<file path="src/rtl/fetch_decode_stage.sv">
// Fetch/decode front end: owns the PC, fetches one instruction at a time,
// registers it and presents the immediate field and format select downstream.
module fetch_decode_stage #(
  parameter logic [31:0] RESET_PC  = 32'h0000_0000,
  parameter logic [31:0] NOP_INSTR = 32'h0000_0013
) (
  input  logic        clk,
  input  logic        reset,
  output logic        imem_req_valid,
  input  logic        imem_req_ready,
  output logic [31:0] imem_addr,
  input  logic        imem_rsp_valid,
  input  logic [31:0] imem_rdata,
  input  logic        redirect_valid,
  input  logic [31:0] redirect_pc,
  output logic        out_valid,
  input  logic        out_ready,
  output logic [31:0] out_pc,
  output logic [31:0] out_instr,
  output logic [24:0] out_imm,
  output logic [2:0]  out_imm_src,
  output logic        out_illegal
);

  typedef enum logic [1:0] {REQ, WAIT, HOLD} state_t;

  state_t      state;
  logic [31:0] pc;
  logic        discard;
  logic [31:0] tgt;
  logic [2:0]  dec_src;
  logic        dec_ill;
  logic [2:0]  f3;

  assign tgt            = redirect_pc & ~32'h3;
  assign imem_addr      = pc;
  assign imem_req_valid = (state == REQ) & ~redirect_valid & ~reset;
  assign out_imm        = out_instr[31:7];
  assign f3             = imem_rdata[14:12];

  // every legal opcode ends in 2'b11, so the default also covers bad [1:0]
  always_comb begin
    dec_src = 3'b000;
    dec_ill = 1'b0;
    case (imem_rdata[6:0])
      7'b0000011,
      7'b1100111,
      7'b0110011: dec_src = 3'b000;
      7'b0010011: dec_src = (f3 == 3'b001 || f3 == 3'b101) ? 3'b101 : 3'b000;
      7'b0100011: dec_src = 3'b001;
      7'b1100011: dec_src = 3'b010;
      7'b1101111: dec_src = 3'b011;
      7'b0110111,
      7'b0010111: dec_src = 3'b100;
      default:    dec_ill = 1'b1;
    endcase
  end

  always_ff @(posedge clk) begin
    if (reset) begin
      state       <= REQ;
      pc          <= RESET_PC;
      discard     <= 1'b0;
      out_valid   <= 1'b0;
      out_pc      <= 32'h0;
      out_instr   <= NOP_INSTR;
      out_imm_src <= 3'b000;
      out_illegal <= 1'b0;
    end else begin
      unique case (state)
        REQ: begin
          if (redirect_valid) begin
            pc <= tgt;
          end else if (imem_req_ready) begin
            state <= WAIT;
          end
        end
        WAIT: begin
          if (redirect_valid) begin
            pc <= tgt;
            if (imem_rsp_valid) begin
              discard <= 1'b0;
              state   <= REQ;
            end else begin
              discard <= 1'b1;
            end
          end else if (imem_rsp_valid) begin
            if (discard) begin
              discard <= 1'b0;
              state   <= REQ;
            end else begin
              out_instr   <= imem_rdata;
              out_pc      <= pc;
              out_imm_src <= dec_src;
              out_illegal <= dec_ill;
              out_valid   <= 1'b1;
              state       <= HOLD;
            end
          end
        end
        HOLD: begin
          // a redirect squashes the held instruction and wins over out_ready
          if (redirect_valid) begin
            pc          <= tgt;
            out_valid   <= 1'b0;
            out_instr   <= NOP_INSTR;
            out_imm_src <= 3'b000;
            out_illegal <= 1'b0;
            state       <= REQ;
          end else if (out_ready) begin
            pc        <= pc + 32'd4;
            out_valid <= 1'b0;
            state     <= REQ;
          end
        end
        default: state <= REQ;
      endcase
    end
  end

endmodule
</file>
<file path="config.mk">
export PLATFORM = sky130hd
export DESIGN_NAME = fetch_decode_stage
export DESIGN_NICKNAME = d
export VERILOG_FILES = /design/src/rtl/fetch_decode_stage.sv
export SDC_FILE = /design/constraint.sdc
export NUM_CORES = 1
export LEC_CHECK = 0
export ABC_AREA = 1
export BUFFER_PORTS_ARGS = -buffer_cell sky130_fd_sc_hd__buf_2
export CORE_ASPECT_RATIO = 1.75
export CORE_UTILIZATION = 53
export CTS_CLUSTER_SIZE = 16
export DETAILED_ROUTE_END_ITERATION = 16
export HOLD_SLACK_MARGIN = 0.06
export PLACE_DENSITY = 0.89
export SYNTH_ARGS = -nofsm -noshare
export SYNTH_HDL_FRONTEND = slang
export SYNTH_SLANG_ARGS = --single-unit
export TNS_END_PERCENT = 1
</file>
<file path="constraint.sdc">
create_clock -name clk -period 2.7 [get_ports clk]
set_input_delay 0.135 -clock clk [delete_from_list [all_inputs] [get_ports clk]]
set_output_delay 0.135 -clock clk [all_outputs]
set_load 0.03 [all_outputs]
</file>
==> flow_results.org, run 1 <==
** Final layout
- The final layout contains 986 nets.
- Summing all flip-flop and latch instances after layout gives about 0.002 mm².
- Relative to the synthesized area, the layout overhead comes to 27.6%.
- Cells with a size suffix above 1 make up between 20 and 25% of the layout.
- Area used by multi-input combinational logic :: ~0.0024 mm²
- Once layout is done, the placed cells without fillers occupy between 0.006 and 0.007 mm².
- Diodes inserted :: 0
- Number of filler cells placed in the layout :: between 700 and 800
- Cell Count, Final, Fillers Out :: ~1000

** Placed design
- In this run the cell area measured after placement is slightly below 0.006 mm².
- Total of buffers placed on input and output ports :: 190
- Summed over all nets, the half-perimeter wirelength after detailed placement is around 11000 µm.
- Dpl cells :: around 1000
- Routability-driven placement finished with a final weighted congestion of between 0.9 and 1.

** Drt
- WL per Instance :: 16.2 µm
- Antenna Nets Post-Route :: 0
- Detailed Route WL :: 16800 µm
- Detailed-route via count :: roughly 5700
- Via density :: 5.50
- For this run, design rule violations remaining after detail routing come to 0.
- In this run, the number of DRC markers left after iteration 0 of detailed routing was 383.
- First-pass DRT Iterations :: 5

** Worst hold path
- Class of the tightest hold or removal check :: input port to flip-flop

** Run status
- The flow ran to the end, and the final reports show no timing, DRC or antenna violations.

** Global routing
- Global-route wire length before repair :: between 20000 and 30000 µm
- Pin count of the biggest net entering global routing :: 62
- The number of global-route vias before repair was 5141.
- Overall routing resource usage :: a little over a third
- The initial antenna violation count is 0.
- Summed over all layers, the global routing overflow is 0.

** CTS
- Cts bufs inserted :: 9
- CTS placed an instance of sky130_fd_sc_hd__clkbuf_16 at the clock tree root.
- Worst-skew pair later-pin latency :: roughly 0.35 ns
- H-tree depth :: 3
- Max Root-Sink Buffers :: 2
- TritonCTS clock tree :: built
- After clock tree synthesis, the clock-pin slew on the worst setup and hold paths is 0.07 ns.
- Clock tree synthesis found a total of 100 sinks.
- Post-cts gate resize count :: 0

** Floorplan
- The initial utilization of the core area, before any placement, comes to ~55%.
- Top-level port count :: 197
- Chip width :: around 75 µm
- In this run the core area contains 46 standard-cell rows.
- The die covers just under 0.01 mm².
- Die H :: approximately 130 µm
- Std-Cell Core Area :: approximately 0.0091 mm²

** Timing
- The count of endpoints failing hold in the final timing report is 0.
- Worst Clk Skew :: slightly above 0.009 ns
- Headroom to the max-slew limit came out at a little over a quarter.
- Setup violations remaining at the end of the flow were counted as 0.
- Setup TNS :: 0 ns
- Final Max Slew Viols :: 0
- Final worst path period need :: 2.00 ns
- Slew of the pin with the lowest slew margin :: approximately 1.1 ns
- Static timing analysis puts the maximum clock frequency at between 0.4 and 0.5 GHz.
- Setup repair after global routing missed its margin :: false
- Ratio of final minimum period to clock period :: 74.1%

** Critical path
- Arrival time of data at the critical path endpoint :: 2.26 ns
- Sort of element at the start of the critical path :: flip-flop
- Ordered cell list for the critical path :: nand2_2 -> nor2_4 -> a21oi_4 -> inv_2 -> nand2_1 -> a21oi_1
- Along the worst path, the maximum fanout reaches 32.
- Endpoint class of the critical path :: flip-flop
- Delay of the slowest cell on the worst path :: between 0.4 and 0.5 ns
- STA puts the critical path data required time at between 2 and 3 ns.
- Among all stages on the critical path, the largest delay is contributed by sky130_fd_sc_hd__dfxtp_1.
- The worst setup path is of the flip-flop to flip-flop kind.

** Pwr
- For this design the static power due to leakage is roughly 2.8 nW.
- The worst-case IR drop observed on VDD is roughly 0.36 mV.
- Total Power :: between 3 and 4 mW
- For this design the ratio of total power to cell area is around 530 mW/mm².

** Synthesis
- The synthesized netlist contains 36 unique library cells.
- Total of flip-flops plus latches after synthesis :: 100
- After synthesis, the share of flip-flops with an asynchronous set or reset is 0%.
- Synthesis produced between 700 and 800 cells.
- The biggest area contributor in the post-synthesis netlist is sky130_fd_sc_hd__dfxtp_1.
- Per-instance average area after synthesis :: roughly 6.7 µm²
- Of the post-synthesis cell area, the dominant cell type holds 40.2%.
- Sequential cells were found to cover between 40% and 50% of the synthesized design area.
- Number of synthesized flops with an enable pin :: 0
- For this run, the number of Yosys warnings is 0.
- For this run, the leading register cell type out of synthesis is sky130_fd_sc_hd__dfxtp_1.
- Synth top area cells :: sky130_fd_sc_hd__dfxtp_1 40%, sky130_fd_sc_hd__nand2_1 16%, sky130_fd_sc_hd__a21oi_1 7.7%
- After synthesis the cells add up to around 0.0050 mm².

** Run
- Max-cap violations in this run came to 0.
## cells in the final DEF (no fill, tap or decap), types with 2 or more instances in the layout
master,netlist,final
sky130_fd_sc_hd__nand2_1,211,211
sky130_fd_sc_hd__buf_2,16,190
sky130_fd_sc_hd__dfxtp_1,100,100
sky130_fd_sc_hd__nor2_1,90,90
sky130_fd_sc_hd__a21oi_1,77,77
sky130_fd_sc_hd__o21ai_0,43,43
sky130_fd_sc_hd__inv_1,39,39
sky130_fd_sc_hd__nand3_1,37,37
sky130_fd_sc_hd__dlygate4sd3_1,0,28
sky130_fd_sc_hd__o21a_1,16,16
sky130_fd_sc_hd__nand4_1,10,10
sky130_fd_sc_hd__a22oi_1,9,9
sky130_fd_sc_hd__clkbuf_16,0,9
sky130_fd_sc_hd__inv_2,6,6
sky130_fd_sc_hd__o21ai_1,6,6
sky130_fd_sc_hd__buf_4,29,6
sky130_fd_sc_hd__nor3_1,5,5
sky130_fd_sc_hd__o22ai_1,4,4
sky130_fd_sc_hd__conb_1,1,4
sky130_fd_sc_hd__or2_1,3,3
sky130_fd_sc_hd__a31oi_1,3,3
sky130_fd_sc_hd__nor4_1,2,2
sky130_fd_sc_hd__or2_2,2,2
sky130_fd_sc_hd__clkinvlp_4,0,2
sky130_fd_sc_hd__clkinv_4,0,2
## registers in the layout, indices dropped and copies added (netlist names)
signal       count
discard          1
imem_addr       30
out_illegal      1
out_imm_src      3
out_instr       32
out_pc          30
out_valid        1
state            2
## what timing repair did
action                    in CTS  in global routing
hold buffers                  28                  0
hold endpoints to repair      28                  0
setup buffers                  0                  0
## final timing paths
check / from / endpoint / slack [ns] / cells past startpoint
min reg2reg: out_pc[14] / out_pc[14] / 0.48 / 2
max: state[1] / out_instr[22] / 0.70 / 6
min: imem_rdata[8] / out_instr[8] / 0.06 / 3
max reg2reg: state[1] / out_instr[22] / 0.70 / 6
## worst max-delay path, delay by kind of cell (launching register included)
kind / cells / cell delay [ns]
buffers and inverters: 1 / 0.43
flip-flops: 1 / 0.44
AO/OA/AOI/OAI: 2 / 0.32
AND/OR/NAND/NOR: 3 / 0.72
## power breakdown
group / internal, mW / leakage [nW] / switching [mW]
clock: 0.729 / 0.141 / 0.596
sequential: 1.52 / 0.814 / 0.0640
combinational: 0.167 / 1.89 / 0.315
## routing by layer
metal	vias to the layer above	share of wire (%)	wire, µm	track usage, %
met5	-	0	0	0
met3	61	7.6	1280	10.1
met4	0	5.1	850	20.4
met2	307	53	8920	60.6
li1	2737	-	-	-
met1	2616	34	5760	36.9
## synth_stat cells, drive strengths merged, types with 5 or more instances
| master | instances |
|---|---|
| nand2 | 212 |
| a22oi | 9 |
| o21a | 16 |
| or2 | 5 |
| dfxtp | 100 |
| o21ai | 50 |
| nor3 | 5 |
| clkbuf | 16 |
| inv | 45 |
| nor2 | 92 |
| nand4 | 10 |
| a21oi | 78 |
| buf | 48 |
| nand3 | 38 |
## final cells by class
type                            instances  area share [%]
Inverter                               45            2.66
Tap cell                              120            2.36
Sequential cell                       100            31.5
Timing Repair Buffer                  225            20.4
Clock inverter                          6            1.16
Clock buffer                           10            3.60
Multi-Input combinational cell        534            38.3
## through the flow
step | utilization, % | setup slack, ns | hold WS (ns)
5_1_grt | 69.9 | 0.491 | 0.0630
3_5_place_dp | 63.5 | 0.805 | 0.378
4_1_cts | 69.9 | 0.769 | 0.0602
6_report | 69.9 | 0.698 | 0.0564
2_1_floorplan | - | 0.916 | 0.251
3_3_place_gp | 63.5 | 0.859 | 0.375
## logic make-up after synthesis
kind of cell               Yosys count  synth area share [%]
adders and majority gates            1                 0.251
AOI/OAI and AO/OA                  163                  18.3
DFF                                100                  40.2
buffers and inverters              109                  11.1
and+or+nand+nor                    365                  29.9
other                                1                0.0753
xor gates and xnor gates             1                 0.176
No activity file was read; power rests on OpenSTA's default activity.
==> run 2, diff against run 1 <==
--- a/config.mk
+++ b/config.mk
@@ -8,11 +8,11 @@
 export ABC_AREA = 1
 export BUFFER_PORTS_ARGS = -buffer_cell sky130_fd_sc_hd__buf_2
 export CORE_ASPECT_RATIO = 1.75
-export CORE_UTILIZATION = 53
+export CORE_UTILIZATION = 49
 export CTS_CLUSTER_SIZE = 16
 export DETAILED_ROUTE_END_ITERATION = 16
 export HOLD_SLACK_MARGIN = 0.06
-export PLACE_DENSITY = 0.89
+export PLACE_DENSITY = 0.84
 export SYNTH_ARGS = -nofsm -noshare
 export SYNTH_HDL_FRONTEND = slang
 export SYNTH_SLANG_ARGS = --single-unit
==> constraint.sdc (replaced) <==
create_clock -name clk -period 2 [get_ports clk]
set_input_delay 0.1 -clock clk [delete_from_list [all_inputs] [get_ports clk]]
set_output_delay 0.1 -clock clk [all_outputs]
set_load 0.03 [all_outputs]
==> flow_results.org, run 2 (synthesis results as in run 1) <==
** Timing
- The slew at the pin closest to its max-slew limit was 0.536 ns (-0.555 ns).
- The normalized max-slew margin came to 64.2% (+37 points).
- The setup TNS came to 0 ns (unchanged).
- Final worst path period need :: 1.81 ns (-0.190 ns)
- Setup repair after global routing missed its margin :: false
- The setup violation total in the final timing report came to 0 (unchanged).
- Fin. Hold Viols :: 0 (unchanged)
- Worst Clk Skew :: 0.00743 ns (-0.00180 ns)
- Final Max Slew Viols :: 0 (unchanged)
- Fmax :: 0.552 GHz (+10%)
- The final cycle utilization of the critical path came to 90.6% (+16 points).

** Global routing
- The global-route wire length before repair came to 25600 µm (+0.46%).
- Overall routing resource usage :: 31.0% (-4.0 points)
- The initial antenna violation count came to 1 (+1).
- Via count of the first global-routing pass :: 5335 (+3.8%)
- The maximum number of pins on one net before global-route repair is 52 (-16%).
- The final global-route overflow total was 0 (unchanged).

** CTS
- Clock-pin slew reported for the worst setup and hold paths after clock tree synthesis :: 0.07 ns (about the same)
- Worst-skew pair later-pin latency :: 0.35 ns (about the same)
- Number of sinks handled by clock tree synthesis :: 100 (unchanged)
- The total setup buffers inserted after CTS is 0 (unchanged).
- Cts bufs inserted :: 9 (unchanged)
- Root Buffer Master :: sky130_fd_sc_hd__clkbuf_16
- Max Root-Sink Buffers :: 2 (unchanged)
- H-tree depth :: 3 (unchanged)
- TritonCTS clock tree :: built

** Final layout
- Compared with the post-synthesis result, the final layout area differs by 31.2%.
- The share of layout cells above drive strength 1 came to 25.0% (+0.46 points).
- The library cell used most frequently in the layout, excluding fill and tap cells, is sky130_fd_sc_hd__nand2_1.
- The top cell types in the final layout, fill and taps aside, are 211 x sky130_fd_sc_hd__nand2_1, 190 x sky130_fd_sc_hd__buf_2, 100 x sky130_fd_sc_hd__dfxtp_1.
- Largest register by flop count :: out_instr
- The multi-input combinational cell area came to 0.00244 mm² (+0.10%).
- Area of all placed cells without fillers :: 0.00653 mm² (+2.8%)
- The utilization after layout was 66.3% (-3.6 points).
- Number of filler cells placed in the layout :: 847 (+9.1%)
- The number of nets in the layout is 1001 (+1.5%).
- The number of flip-flops under the largest register name is 32 (unchanged).
- Cell Count, Final, Fillers Out :: 1061 (+2.0%)
- The area of all sequential standard cells was 0.00200 mm² (unchanged).

** Floorplan
- The core box area was 0.00985 mm² (+8.3%).
- The effective utilization at floorplan came to 50.6% (-4.2 points).
- Die area :: 0.0106 mm² (+8.0%)
- Chip width :: 78.2 µm (+3.9%)
- Rows :: 48 (+4.3%)
- Die H :: 135 µm (+3.9%)
- Top-level port count :: 197 (unchanged)

** Pwr
- The overall power is 4.68 mW (+38%).
- The leakage component of the power came to 2.93 nW (+3.0%).
- The ratio of total power to cell area came to 716 mW/mm² (+34%).
- Worst IR drop on VDD :: 0.458 mV (+27%)

** Critical path
- The worst-path maximum fanout came to 32 (unchanged).
- The setup slack on the worst flop-to-flop path was 0.19 ns (-0.51 ns).
- Startpoint-to-endpoint class of the critical path :: flip-flop to flip-flop
- Highest-delay cell along the critical path :: sky130_fd_sc_hd__dfxtp_1
- Among the stages of the critical path, the cell type that occurs most often is sky130_fd_sc_hd__inv_2.
- Endpoint class of the critical path :: flip-flop
- The data arrival time of the critical path came to 2.04 ns (-0.22 ns).
- Delay of the slowest cell on the worst path :: 0.35 ns (-0.09 ns)
- The critical path required time is 2.23 ns (-0.73 ns).
- Sort of element at the start of the critical path :: flip-flop
- The critical path goes through inv_2 -> nor2_2 -> nand3_2 -> a21oi_4 -> inv_2 -> a22oi_1 -> nor2_1.
- Bufs and invs on worst path :: 2 (+1)
- Broken down by cell family, the worst path's largest delay share belongs to compound AO/OA/AOI/OAI gates.

** Placed design
- Total of buffers placed on input and output ports :: 190 (unchanged)
- Dpl cells :: 1007 (+1.1%)
- The half-perimeter wire length of the detailed placement result is 11100 µm (+1.5%).
- Routability congestion estimate :: 0.975 (+6.5%)
- Placed inst area :: 0.00584 mm² (+1.1%)

** Drt
- The residual antenna-violating net count after detailed routing is 0 (unchanged).
- The DRC violation count after routing came to 0 (unchanged).
- Detailed Route WL :: 16600 µm (-1.5%)
- The first-iteration detailed-routing DRC count was 330 (-14%).
- The detailed-router iteration count before antenna repair is 6 (+1).
- The detailed-route via count came to 5693 (-0.49%).
- Via density :: 5.37 (-2.5%)
- The average detailed-routed wire length per instance came to 15.6 µm (-3.5%).

** Worst hold path
- Class of the tightest hold or removal check :: input port to flip-flop

** Run status
- The flow ran to the end, and the final reports show no timing, DRC or antenna violations.

** Run
- Number of max-cap violations :: 0 (unchanged)
==> run 2: changes by cell type in the layout (fill, tap and decap cells not counted), sizes merged <==
cell,change
dlygate4sd3,+9
buf,+6
inv,+2
clkinv,-1
clkinvlp,-1
diode,+1
==> run 2: per-stage QoR <==
step | setup slack (ns) | hold slack, ns
6_report | 0.188 | 0.0736
3_5_place_dp | 0.250 | 0.348
2_1_floorplan | 0.216 | 0.216
4_1_cts | 0.212 | 0.0645
5_1_grt | 0.000590 | 0.100
3_3_place_gp | 0.269 | 0.342
==> run 2: worst register-to-register path, cell delays in order (launching register included) <==
cell	delay [ns]
sky130_fd_sc_hd__dfxtp_1	0.35
sky130_fd_sc_hd__inv_2	0.06
sky130_fd_sc_hd__nor2_2	0.15
sky130_fd_sc_hd__nand3_2	0.26
sky130_fd_sc_hd__a21oi_4	0.28
sky130_fd_sc_hd__inv_2	0.26
sky130_fd_sc_hd__a22oi_1	0.27
sky130_fd_sc_hd__nor2_1	0.07
==> run 2: path summary, 6_finish.rpt <==
check | from | endpoint | cells past startpoint
max | state[0] | out_instr[2] | 7
min reg2reg | out_imm_src[1] | out_imm_src[1] | 2
max reg2reg | state[0] | out_instr[2] | 7
min | imem_rdata[5] | out_instr[5] | 3
==> run 2: report_power, final <==
| group | internal, mW | leakage (nW) | switching, mW |
|---|---|---|---|
| Combinational | 0.247 | 1.96 | 0.427 |
| Clock | 1.03 | 0.153 | 0.829 |
| Sequential | 2.06 | 0.814 | 0.0849 |
| Total | 3.33 | 2.93 | 1.34 |
==> run 2: metal layers <==
layer  vias up  routed length (µm)  GRT usage, %
li1       2771                   -             -
met5         -                   0             0
met1      2584                6060          32.7
met2       270                8490          55.8
met3        68                1050          5.39
met4         0                 953          20.3
==> run 2: layout make-up <==
class | instances | share of cell area [%]
multi-input cells | 534 | 37.3
repair buffers | 240 | 22.1
clock inverters | 6 | 1.23
diodes | 1 | 0.0383
well taps | 125 | 2.39
clock buffers | 10 | 3.66
flip-flops and latches | 100 | 30.7
inverters | 45 | 2.59
==> run 2: repair_timing <==
action	CTS	global route
gates resized for setup	0	1
hold buffers	37	0
endpoints found under the hold margin	35	0
endpoints found under the setup margin	0	1
==> run 3, diff against run 2 <==
==> constraint.sdc (replaced) <==
create_clock -name clk -period 2 [get_ports clk]
set_input_delay 0.4 -clock clk [delete_from_list [all_inputs] [get_ports clk]]
set_output_delay 0.4 -clock clk [all_outputs]
set_load 0.03 [all_outputs]
==> flow_results.org, run 3 (synthesis results as in run 1) <==
** Timing
- The setup TNS is 0 ns (unchanged).
- Setup repair after global routing left no endpoint under its margin.
- The slew at the pin closest to its max-slew limit came to 0.520 ns (-0.0167 ns).
- Worst slew margin relative to its limit :: 65.3% (+1.1 points)
- Fin. Hold Viols :: 0 (unchanged)
- The setup violation total in the final timing report came to 0 (unchanged).
- The clock period minus worst slack came to 1.78 ns (-0.0293 ns).
- The final worst-path setup slack was 0.218 ns (+0.0293 ns).
- The highest clock rate was 0.561 GHz (+1.6%).
- The smallest hold slack was 0.291 ns (+0.217 ns).
- Ratio of final minimum period to clock period :: 89.1% (-1.5 points)
- Worst Clk Skew :: 0.00633 ns (-0.00110 ns)
- Final Max Slew Viols :: 0 (unchanged)

** Critical path
- The worst setup path is captured at a flip-flop.
- Arrival time of data at the critical path endpoint :: 2.07 ns (+0.03 ns)
- The worst-path maximum fanout is 6 (-81%).
- The critical path required time is 2.29 ns (+0.06 ns).
- RR Endpoint :: imem_addr[22]
- The cell depth of the worst flop-to-flop path came to 9 (+2).
- Reg-to-reg slack, setup :: 0.22 ns (+0.03 ns)
- The critical path is of the flip-flop to flip-flop type.
- The startpoint identified for the worst register-to-register timing path is imem_addr[2].
- Sort of element at the start of the critical path :: flip-flop

** Final layout
- The area of all sequential standard cells is 0.00200 mm² (unchanged).
- Largest register by flop count :: out_instr
- The multi-input combinational cell area came to 0.00244 mm² (+0.15%).
- The number of filler instances in the final layout came to 989 (+17%).
- Diodes inserted :: 0 (-1)
- The share of layout cells above drive strength 1 came to 26.5% (+1.4 points).
- Most used cells in the layout excluding fill and tap cells :: 211 x sky130_fd_sc_hd__nand2_1, 190 x sky130_fd_sc_hd__buf_2, 100 x sky130_fd_sc_hd__dfxtp_1
- Final net count :: 969 (-3.2%)
- Fin util :: 62.9% (-3.4 points)
- Area added between synthesis and finish :: 24.4%
- The number of flip-flops under the largest register name came to 32 (unchanged).
- The library cell used most frequently in the layout, excluding fill and tap cells, is sky130_fd_sc_hd__nand2_1.

** Global routing
- The global-route usage over all layers was 28.0% (-3.1 points).
- Sum of overflow across all layers after global routing :: 0 (unchanged)
- Pin count of the biggest net entering global routing :: 68 (+31%)
- The global-route wire length before repair came to 23100 µm (-9.9%).
- Antenna violations before repair :: 0 (-1)
- Via count of the first global-routing pass :: 4873 (-8.7%)

** Floorplan
- The effective utilization at floorplan was 50.6% (unchanged).
- The floorplan row count came to 48 (unchanged).
- Std-Cell Core Area :: 0.00985 mm² (unchanged)
- The area of the die is 0.0106 mm² (unchanged).
- The vertical die dimension was 135 µm (unchanged).
- The die span in x is 78.2 µm (unchanged).
- Top-level port count :: 197 (unchanged)

** Placed design
- The worst-case setup slack after placement was 0.120 ns (-0.130 ns).
- The half-perimeter wire length of the detailed placement result came to 11300 µm (+1.5%).
- Total of buffers placed on input and output ports :: 190 (unchanged)
- The weighted congestion at the end of routability-driven global placement was 0.936 (-4.0%).

** Drt
- Via density :: 5.28 (-1.6%)
- The detailed-router iteration count before antenna repair is 5 (-1).
- Detailed-route via count :: 5427 (-4.7%)
- Detailed Route WL :: 15000 µm (-9.2%)
- DRC marker count from the first detailed-route iteration :: 224 (-32%)
- WL per Instance :: 14.6 µm (-6.3%)
- The DRC violation count after routing is 0 (unchanged).
- Antenna Nets Post-Route :: 0 (unchanged)

** Worst hold path
- The worst hold path terminates at out_instr[18].
- Worst Hold Launch :: imem_rdata[18]
- The worst hold path belongs to the class input port to flip-flop.
- Hold-critical path depth :: 3 (unchanged)

** CTS
- Max Root-Sink Buffers :: 2 (unchanged)
- Number of sinks handled by clock tree synthesis :: 100 (unchanged)
- Clock-pin slew reported for the worst setup and hold paths after clock tree synthesis :: 0.08 ns (about the same)
- H-tree depth :: 3 (unchanged)
- The post-CTS resize count was 0 (unchanged).
- Clock tree synthesis selected as its root buffer the cell sky130_fd_sc_hd__clkbuf_16.
- Cts bufs inserted :: 9 (unchanged)
- Cts-stage hold buffer count :: 0 (-100%)
- Setup Buffers After CTS :: 0 (unchanged)
- The clock latency on the worst-skew pair was 0.35 ns (about the same).
- TritonCTS built the clock tree.

** Pwr
- The leakage component of the power came to 2.79 nW (-4.6%).
- The ratio of total power to cell area came to 727 mW/mm² (+1.6%).
- Worst IR drop on VDD :: 0.480 mV (+4.8%)

** Run
- The max-cap check violation count came to 0 (unchanged).

** Run status
- The flow ran to the end, and the final reports show no timing, DRC or antenna violations.
## run 3: cell types whose count changed in the layout (fill, tap and decap cells not counted), sizes merged
cell / change
dlygate4sd3: -37
buf: +5
bufinv: -1
clkbuf: -1
clkinv: +1
diode: -1
inv: +1
## run 3: where the power goes
part / leakage [nW] / total [mW] / internal [mW] / switching (mW)
sequential: 0.814 / 2.13 / 2.06 / 0.0752
clock: 0.145 / 1.74 / 0.888 / 0.855
combinational: 1.83 / 0.630 / 0.210 / 0.420
total: 2.79 / 4.51 / 3.16 / 1.35
## run 3: through the flow
stage / cell area [µm²] / total power [mW] / cells
6_report: 6190 / 4.51 / 1028
2_1_floorplan: 5000 / 2.57 / 743
4_1_cts: 6190 / 4.54 / 1028
3_3_place_gp: 5890 / 2.79 / 1012
5_1_grt: 6190 / 4.69 / 1028
3_5_place_dp: 5890 / 2.80 / 1012
## run 3: area by class of cell
class	count	share of cell area (%)
multi-input combinational	534	39.4
sequential	100	32.3
timing repair buffer	208	18.1
clock buffer	9	3.64
inverter	45	2.73
tap	125	2.53
clock inverter	7	1.21
## run 3: worst max-delay path, cell delays in order, from the launching register on
cell                      delay (ns)
sky130_fd_sc_hd__dfxtp_1        0.34
sky130_fd_sc_hd__ha_1           0.24
sky130_fd_sc_hd__nand2_1        0.10
sky130_fd_sc_hd__nor2_1         0.22
sky130_fd_sc_hd__nand2_1        0.20
sky130_fd_sc_hd__nor2_1         0.23
sky130_fd_sc_hd__nand4_1        0.14
sky130_fd_sc_hd__nand2_1        0.08
sky130_fd_sc_hd__nand2_1        0.04
sky130_fd_sc_hd__a21oi_1        0.12
## run 3: how the worst max path moves through the flow
stage / from / end / cells past startpoint
floorplan: imem_addr[3] / imem_addr[22] / 10
global placement: redirect_valid / out_instr[5] / 7
detailed placement: redirect_valid / out_instr[5] / 7
CTS: state[0] / out_instr[6] / 7
global route: state[0] / out_instr[9] / 7
finish: imem_addr[2] / imem_addr[22] / 9
## run 3: routing by layer
| layer | GRT usage, % | wire, µm | vias up |
|---|---|---|---|
| met4 | 18.2 | 817 | 0 |
| met3 | 5.66 | 984 | 47 |
| met1 | 28.2 | 5370 | 2446 |
| met2 | 51.2 | 7850 | 228 |
| li1 | - | - | 2706 |
| met5 | 0 | 0 | - |
